`config.mk`:
```
export PLATFORM = sky130hd
export DESIGN_NAME = mem_arbiter_flat
export DESIGN_NICKNAME = d
export VERILOG_FILES = /design/src/rtl/mem_arbiter_pkg.sv /design/src/rtl/mem_arbiter_if.sv /design/src/rtl/mem_arbiter_rr_arb2.sv /design/src/rtl/mem_arbiter.sv /design/src/flat_wrapper.sv
export SDC_FILE = /design/constraint.sdc
export NUM_CORES = 1
export LEC_CHECK = 0
export BUFFER_PORTS_ARGS = -buffer_cell sky130_fd_sc_hd__buf_4
export CORE_UTILIZATION = 45
export CTS_CLUSTER_DIAMETER = 100
export CTS_CLUSTER_SIZE = 30
export DETAILED_ROUTE_END_ITERATION = 6
export GPL_TIMING_DRIVEN = 0
export PLACE_DENSITY = 0.8
export SYNTH_ARGS = -nofsm -noshare
export SYNTH_HDL_FRONTEND = slang
export SYNTH_SLANG_ARGS = --single-unit
export TNS_END_PERCENT = 100
```
`constraint.sdc`:
```
create_clock -name Clk -period 3.1 [get_ports Clk]
set_clock_uncertainty 0.2 [all_clocks]
set_input_delay 0.62 -clock Clk [delete_from_list [all_inputs] [get_ports Clk]]
set_output_delay 0.62 -clock Clk [all_outputs]
set_load 0.1 [all_outputs]
```
`src/rtl/mem_arbiter_pkg.sv`:
```
// Shared types and defaults for the two-requester data-memory arbiter.
package mem_arbiter_pkg;

    localparam int DEPTH_DEFAULT = 128;
    localparam int AW_DEFAULT    = 32;
    localparam int DW_DEFAULT    = 32;

    typedef enum logic [0:0] {
        IDLE = 1'b0,
        BUSY = 1'b1
    } state_e;

    // Command as seen at default widths; the arbiter keeps a width-parameterised copy.
    typedef struct packed {
        logic                  we;
        logic [AW_DEFAULT-1:0] addr;
        logic [DW_DEFAULT-1:0] wdata;
    } cmd_t;

endpackage

```
`src/rtl/mem_arbiter_if.sv`:
```
// Requester and data-memory signal bundle for mem_arbiter.
// slave: arbiter side. master: requesters plus the data memory.
interface mem_arbiter_if #(
    parameter int AW = 32,
    parameter int DW = 32
);
    logic          req0, req1;
    logic          we0, we1;
    logic [AW-1:0] addr0, addr1;
    logic [DW-1:0] wdata0, wdata1;
    logic          gnt0, gnt1;
    logic          ack0, ack1;
    logic [DW-1:0] rdata0, rdata1;
    logic          err0, err1;
    logic          MemRead, MemWrite;
    logic [AW-1:0] Address;
    logic [DW-1:0] WriteData;
    logic [DW-1:0] ReadData;

    modport slave (
        input  req0, req1, we0, we1, addr0, addr1, wdata0, wdata1, ReadData,
        output gnt0, gnt1, ack0, ack1, rdata0, rdata1, err0, err1,
               MemRead, MemWrite, Address, WriteData
    );

    modport master (
        output req0, req1, we0, we1, addr0, addr1, wdata0, wdata1, ReadData,
        input  gnt0, gnt1, ack0, ack1, rdata0, rdata1, err0, err1,
               MemRead, MemWrite, Address, WriteData
    );
endinterface

```
`src/rtl/mem_arbiter_rr_arb2.sv`:
```
// Two-way round-robin pick: a lone request wins, a tie goes to the
// requester that did not win last time. Output is one-hot or zero.
module rr_arb2 (
    input  logic [1:0] req,
    input  logic       last_gnt,
    output logic [1:0] gnt
);

    // Combinational pick from current requests and previous winner
    always_comb begin
        gnt    = '0;
        gnt[0] = req[0] & (~req[1] | last_gnt);
        gnt[1] = req[1] & (~req[0] | ~last_gnt);
    end

endmodule

```
`src/rtl/mem_arbiter.sv`:
```
// Two-requester round-robin arbiter in front of a single-port data memory.
// One access per two cycles: accept in IDLE, drive memory in BUSY, ack after.
// Optional macro MEM_ARBITER_ADDR_CHECK_EN: commands with addr >= DEPTH skip
// the memory strobes and complete with err = 1, rdata = 0.
module mem_arbiter
    import mem_arbiter_pkg::*;
#(
    parameter int DEPTH = DEPTH_DEFAULT,
    parameter int AW    = 32,
    parameter int DW    = 32
) (
    input  logic          Clk,
    input  logic          Rst_n,
    mem_arbiter_if.slave  bus
);

    localparam logic [0:0] ST_IDLE = IDLE;
    localparam logic [0:0] ST_BUSY = BUSY;

    typedef struct packed {
        logic          we;
        logic [AW-1:0] addr;
        logic [DW-1:0] wdata;
    } cmd_lat_t;

    logic [0:0]    state;
    cmd_lat_t      cmd_lat;
    logic          win;
    logic          last_gnt;
    logic [1:0]    pick;
    logic          in_range;
    logic          busy;
    logic          gnt0_q, gnt1_q;
    logic          ack0_q, ack1_q;
    logic [DW-1:0] rdata0_q, rdata1_q;

    rr_arb2 u_rr_arb2 (
        .req      ({bus.req1, bus.req0}),
        .last_gnt (last_gnt),
        .gnt      (pick)
    );

    assign busy = (state == ST_BUSY);

`ifdef MEM_ARBITER_ADDR_CHECK_EN
    logic err0_q, err1_q;

    assign in_range = (cmd_lat.addr < AW'(DEPTH));
    assign bus.err0 = err0_q;
    assign bus.err1 = err1_q;

    // Error flag pulses alongside the winner's ack
    always_ff @(posedge Clk) begin
        if (!Rst_n) begin
            err0_q <= 1'b0;
            err1_q <= 1'b0;
        end else begin
            err0_q <= busy & ~win & ~in_range;
            err1_q <= busy &  win & ~in_range;
        end
    end
`else
    assign in_range = 1'b1;
    assign bus.err0 = 1'b0;
    assign bus.err1 = 1'b0;
`endif

    // Strobes decoded from state so a reset edge cannot cut a write short
    assign bus.MemRead   = busy & ~cmd_lat.we & in_range;
    assign bus.MemWrite  = busy &  cmd_lat.we & in_range;
    assign bus.Address   = cmd_lat.addr;
    assign bus.WriteData = cmd_lat.wdata;

    assign bus.gnt0   = gnt0_q;
    assign bus.gnt1   = gnt1_q;
    assign bus.ack0   = ack0_q;
    assign bus.ack1   = ack1_q;
    assign bus.rdata0 = rdata0_q;
    assign bus.rdata1 = rdata1_q;

    // Accept/serve FSM with command latch, handshake pulses and read capture
    always_ff @(posedge Clk) begin
        if (!Rst_n) begin
            state    <= ST_IDLE;
            last_gnt <= 1'b1;
            win      <= 1'b0;
            cmd_lat  <= '0;
            gnt0_q   <= 1'b0;
            gnt1_q   <= 1'b0;
            ack0_q   <= 1'b0;
            ack1_q   <= 1'b0;
            rdata0_q <= '0;
            rdata1_q <= '0;
        end else begin
            gnt0_q <= 1'b0;
            gnt1_q <= 1'b0;
            ack0_q <= 1'b0;
            ack1_q <= 1'b0;
            case (state)
                ST_IDLE: begin
                    if (|pick) begin
                        state    <= ST_BUSY;
                        win      <= pick[1];
                        last_gnt <= pick[1];
                        gnt0_q   <= pick[0];
                        gnt1_q   <= pick[1];
                        if (pick[1])
                            cmd_lat <= '{we: bus.we1, addr: bus.addr1, wdata: bus.wdata1};
                        else
                            cmd_lat <= '{we: bus.we0, addr: bus.addr0, wdata: bus.wdata0};
                    end
                end
                ST_BUSY: begin
                    state <= ST_IDLE;
                    if (win) begin
                        ack1_q <= 1'b1;
                        if (!in_range)
                            rdata1_q <= '0;
                        else if (!cmd_lat.we)
                            rdata1_q <= bus.ReadData;
                    end else begin
                        ack0_q <= 1'b1;
                        if (!in_range)
                            rdata0_q <= '0;
                        else if (!cmd_lat.we)
                            rdata0_q <= bus.ReadData;
                    end
                end
                default: state <= ST_IDLE;
            endcase
        end
    end

endmodule

```
`src/flat_wrapper.sv`:
```
// flat-port wrapper written by rule: the top's interface ports become plain ports
module mem_arbiter_flat import mem_arbiter_pkg::*;
#(
    parameter int DEPTH = DEPTH_DEFAULT,
    parameter int AW    = 32,
    parameter int DW    = 32
)
  (Clk, Rst_n, bus_req0, bus_req1, bus_we0, bus_we1, bus_addr0, bus_addr1, bus_wdata0, bus_wdata1, bus_ReadData, bus_gnt0, bus_gnt1, bus_ack0, bus_ack1, bus_rdata0, bus_rdata1, bus_err0, bus_err1, bus_MemRead, bus_MemWrite, bus_Address, bus_WriteData);
  mem_arbiter_if #(.AW(AW), .DW(DW)) bus_i ();
  input  logic Clk;
  input  logic Rst_n;
  input wire logic [$bits(bus_i.req0)-1:0] bus_req0;
  input wire logic [$bits(bus_i.req1)-1:0] bus_req1;
  input wire logic [$bits(bus_i.we0)-1:0] bus_we0;
  input wire logic [$bits(bus_i.we1)-1:0] bus_we1;
  input wire logic [$bits(bus_i.addr0)-1:0] bus_addr0;
  input wire logic [$bits(bus_i.addr1)-1:0] bus_addr1;
  input wire logic [$bits(bus_i.wdata0)-1:0] bus_wdata0;
  input wire logic [$bits(bus_i.wdata1)-1:0] bus_wdata1;
  input wire logic [$bits(bus_i.ReadData)-1:0] bus_ReadData;
  output wire logic [$bits(bus_i.gnt0)-1:0] bus_gnt0;
  output wire logic [$bits(bus_i.gnt1)-1:0] bus_gnt1;
  output wire logic [$bits(bus_i.ack0)-1:0] bus_ack0;
  output wire logic [$bits(bus_i.ack1)-1:0] bus_ack1;
  output wire logic [$bits(bus_i.rdata0)-1:0] bus_rdata0;
  output wire logic [$bits(bus_i.rdata1)-1:0] bus_rdata1;
  output wire logic [$bits(bus_i.err0)-1:0] bus_err0;
  output wire logic [$bits(bus_i.err1)-1:0] bus_err1;
  output wire logic [$bits(bus_i.MemRead)-1:0] bus_MemRead;
  output wire logic [$bits(bus_i.MemWrite)-1:0] bus_MemWrite;
  output wire logic [$bits(bus_i.Address)-1:0] bus_Address;
  output wire logic [$bits(bus_i.WriteData)-1:0] bus_WriteData;
  assign bus_i.req0 = bus_req0;
  assign bus_i.req1 = bus_req1;
  assign bus_i.we0 = bus_we0;
  assign bus_i.we1 = bus_we1;
  assign bus_i.addr0 = bus_addr0;
  assign bus_i.addr1 = bus_addr1;
  assign bus_i.wdata0 = bus_wdata0;
  assign bus_i.wdata1 = bus_wdata1;
  assign bus_i.ReadData = bus_ReadData;
  assign bus_gnt0 = bus_i.gnt0;
  assign bus_gnt1 = bus_i.gnt1;
  assign bus_ack0 = bus_i.ack0;
  assign bus_ack1 = bus_i.ack1;
  assign bus_rdata0 = bus_i.rdata0;
  assign bus_rdata1 = bus_i.rdata1;
  assign bus_err0 = bus_i.err0;
  assign bus_err1 = bus_i.err1;
  assign bus_MemRead = bus_i.MemRead;
  assign bus_MemWrite = bus_i.MemWrite;
  assign bus_Address = bus_i.Address;
  assign bus_WriteData = bus_i.WriteData;
  mem_arbiter #(.DEPTH(DEPTH), .AW(AW), .DW(DW)) u_core (.Clk(Clk), .Rst_n(Rst_n), .bus(bus_i));
endmodule
```
# Word-level counts from Yosys, hierarchy flattened

Index checks and enable logic that the tools add are counted.

Multiplexer cells: 5
Bitwise gates (word level): 14
Reductions and logical operators: 6

Operators by type and width:

| cell             | count |
|---|---|
| $mux 65          | 1 |
| $not 1->1        | 8 |
| $reduce_and 3->1 | 2 |
| $and 1x1->1      | 4 |
| $reduce_and 2->1 | 2 |
| $mux 1           | 3 |
| $reduce_or 3->1  | 1 |
| $or 1x1->1       | 2 |
| $pmux 1 s2       | 1 |
| $reduce_or 2->1  | 1 |

Register bits after elaboration: 136
Input bits: 166
Output and inout port bits: 136
Logic and storage cells: 37

# Logic depth before layout (Yosys ltp)

Depth in word-level cells: 6
Gate-level depth with buffers: 5
Mapped depth without buffers: 3

# Cells and area by module

From an unflattened synthesis, not the netlist that was laid out.

Cell total of the unflattened synthesis: 638
Area, all modules: 6,369.9 um^2

By module, submodules not included:

| module      | instances | cells each | area an instance (um^2) | sequential area each (um^2) |
|---|---|---|---|---|
| mem_arbiter | 1         | 635        | 6,351.1                 | 2,722.6 |
| rr_arb2     | 1         | 3          | 18.8                    | 0.0 |

# Worst setup path after synthesis

OpenSTA, ideal clock, no wires.

Path kind: reg2out
From: register u_core.rdata0_q[10], in the netlist u_core.bus.rdata0[10]
To: output bus_rdata0[10]
Arrival time: 0.938 ns
Required time: 2.280 ns
Slack: 1.342 ns
Stages on the path, launching flop included: 1
Path buffers: 0
Path through: dfxtp_1

RTL lines:

| what                   | line               | source |
|---|---|---|
| from (decl)            | mem_arbiter.sv:35  | `logic [DW-1:0] rdata0_q, rdata1_q;` |
| from (signal assigned) | mem_arbiter.sv:126 | `rdata0_q <= bus.ReadData;` |
| to (decl)              | flat_wrapper.sv:25 | `output wire logic [$bits(bus_i.rdata0)-1:0] bus_rdata0;` |

No word-level cell between the ends.

# Final worst setup path

From: register u_core.state, in the netlist u_core.busy
To: output bus_MemWrite

Longest elaborated chain between the ends: 1

Ends and longest elaborated chain:

| what                   | line               | source |
|---|---|---|
| from (decl)            | mem_arbiter.sv:26  | `logic [0:0] state;` |
| from (signal assigned) | mem_arbiter.sv:84  | `state <= ST_IDLE;` |
| from (signal assigned) | mem_arbiter.sv:102 | `state <= ST_BUSY;` |
| from (signal assigned) | mem_arbiter.sv:114 | `state <= ST_IDLE;` |
| $and 1x1->1            | mem_arbiter.sv:70  | `assign bus.MemWrite = busy & cmd_lat.we & in_range;` |
| to (decl)              | flat_wrapper.sv:30 | `output wire logic [$bits(bus_i.MemWrite)-1:0] bus_MemWrite;` |

Every way passes these cells.

==> results.md <==
* Global-route wire length before repair at 29700 um
* Area contributors post-synth: dfxtp_1 44%, nand2_1 14%, buf_4 9.9%
* PortBufs at 299
* Pwr dens at 621 mW/mm^2
* Commonest cells post-synth: 228 x nand2_1, 136 x dfxtp_1, 81 x buf_4
* Number of max-cap violations at 0
* Initial antenna violation count at 0
* Clock root buffer: clkbuf_16
* Placed inst area at 0.00860 mm^2
* HPWL after detailed placement at 14800 um
* Total power at 5.69 mW
* Cts hold-fix bufs at 0
* Total I/O pin count at 302
* Clock sink count at 136
* XOR/XNOR share of the synthesized area at 0%
* Final Slew Violations at 0
* Final Setup Violations at 0
* CTS Buf Count at 17
* CTS tree: built
* Kind of end point of the critical path: output pin
* Part of the power in registers at 34.2%
* Initial core utilization at 46.3%
* Final antenna-violating net count at 0
* Leak at 4.25 nW
* Post-synth EDFFs at 0
* Layout cells sized above 1 at 46.9%
* Layout Utilization at 69.2%
* Routed wl met3 at 1800 um
* Register bit total from synthesis at 136
* Initial DRC Count at 259
* Post-synthesis mux area share at 0%
* Period utilisation layout at 71.8%
* Synth unique cells at 29
* Worst hold path type: flip-flop to flip-flop
* Die Span X at 119 um
* Gp weighted congestion at 0.841
* CTS Buffer Depth at 2
* Async set-reset flop share out of synthesis at 0%
* CP arrival at 1.41 ns
* TritonRoute pass-1 iters at 5
* CP startpoint kind: flip-flop
* Worst vdd ir at 0.000358 V
* Die Y at 119 um
* Most area-hungry cell type in the Yosys netlist: dfxtp_1
* Pre-CTS setup slack at 1.14 ns
* Crit path max fanout at 10
* Largest net degree at the start of global routing at 17
* Ys flop type: dfxtp_1
* Sw frac at 36.4%
* Clk_lat worst skew at 0.42 ns
* Met2 wire len at 9470 um
* Routed WL at 19400 um
* Setup TNS Final at 0 ns
* Max Freq at 449 MHz
* Synth Instances at 736
* Vias per cell at 4.93
* Residual DRC count at 0
* Min Hold Slack at 0.252 ns
* Final instance area at 0.00917 mm^2
* Synth Area in Compound Gates at 22.5%
* Total congestion overflow at 0
* PnR worst setup slack at 0.875 ns
* Post-placement cell count at 1212
* Core Region at 0.0132 mm^2
* Synthesized area per cell at 8.33 um^2
* Hold Vio Cnt, Final at 0
* N_diodes at 0
* Synthesis-to-finish area growth at 49.6%
* Fillers at 1131
* Internal cell power at 3.62 mW
* Largest family of logic cells by synthesized area: compound AO/OA/AOI/OAI gates
* Clock power share at 34.2%
* Run status: complete, no violations
* DIE AREA at 0.0141 mm^2
* WS Path Type: flip-flop to output pin
* Net Switching at 2.07 mW
* Final Net Count at 1221
* Non-filler cells in the finished layout at 1244
* Cell with the most instances after synthesis: nand2_1
* Wl on met1 at 7520 um
* Cts repair resizes at 0
* Vias in the first global route at 5824
* RSZ-0062 raised after global routing: false
* Mapped cell area at 0.00613 mm^2
* Critical Path RT at 2.28 ns
* Uppermost layer routed: met4
* Worst-path clk slew at 0.05 ns
* Row count at 42
* Postcts setup bufs at 0
* Logic pwr share at 31.7%
* Synth Area in Adders at 0%
* GRT Util Overall at 27.4%
* Clock period minus worst slack at 2.23 ns
* Post-synthesis sequential area ratio at 44.4%
* Synth warn at 0
* WL/cell at 15.6 um
* Post-synth top area share at 44.4%
* Post-Synth Simple-Gate Area at 18.8%
* Vias at 6131
* H-tree depth at 4
## final timing paths
check	start	to	slack, ns	cells past startpoint
setup / recovery	u_core.busy$_SDFF_PP0_	bus_MemWrite	0.87	3
hold / removal	u_core.bus.rdata1[23]$_SDFFE_PN0P_	u_core.bus.rdata1[23]$_SDFFE_PN0P_	0.25	2
setup reg to reg	u_core.busy$_SDFF_PP0_	u_core.bus.Address[6]$_SDFFE_PN0P_	1.50	4
hold reg to reg	u_core.bus.rdata1[23]$_SDFFE_PN0P_	u_core.bus.rdata1[23]$_SDFFE_PN0P_	0.25	2
## flip-flops by register name, indices dropped and copies added, names as in the netlist
register / count
u_core.bus.gnt1: 1
u_core.last_gnt: 1
u_core.cmd_lat: 1
u_core.busy: 1
u_core.bus.WriteData: 32
u_core.bus.rdata1: 32
u_core.bus.ack1: 1
u_core.bus.Address: 32
u_core.bus.ack0: 1
u_core.bus.gnt0: 1
u_core.win: 1
u_core.bus.rdata0: 32
## critical path, cell delays in order (launching register included)
cell,delay [ns]
dfxtp_1,0.36
buf_4,0.18
and2_2,0.15
buf_4,0.29
## layout by cell type (no fill, tap or decap), types with 3 or more instances in the layout
cell type and n:
buf_2 13, clkbuf_1 20, a31oi_1 65, dfxtp_1 136
nand2_1 228, nand2_2 30, nor2_1 4, clkbuf_16 17
inv_1 3, o21ai_0 66, clkbuf_8 5, a21boi_1 30
buf_4 380, buf_6 11, clkinv_2 6, a21boi_2 31
a21boi_0 4
## routing by layer
metal  track usage, %  vias up
li1                 -     3017
met1             29.9     2837
met2             46.7      242
met3             11.0       35
met4             11.8        0
met5                0        -
## kinds of logic (layout without fill, tap and decap cells)
group                  Yosys count  count (layout)
AO/OA/AOI/OAI                  200             200
buffers and inverters          126             457
flip-flops                     136             136
other                            1               2
AND/OR/NAND/NOR                273             273
## area by class of cell
class | count | area (um^2) | share of cell area [%]
inverters | 3 | 11.3 | 0.123
flip-flops and latches | 136 | 2720 | 29.7
multi-input cells | 475 | 2530 | 27.6
clock inverters | 8 | 68.8 | 0.751
well taps | 176 | 220 | 2.40
plain buffers | 123 | 865 | 9.43
clock buffers | 24 | 502 | 5.47
repair buffers | 299 | 2240 | 24.5
## power groups by stage
| stage | clock, mW | combinational (mW) | sequential, mW |
|---|---|---|---|
| floorplan | 0 | 1.10 | 2.21 |
| global placement | 0 | 1.79 | 1.97 |
| detailed placement | 0 | 1.80 | 1.98 |
| CTS | 1.96 | 1.81 | 1.94 |
| global route | 2.06 | 1.88 | 1.96 |
| finish | 1.95 | 1.80 | 1.94 |
Power figures use the tool's default switching activity.
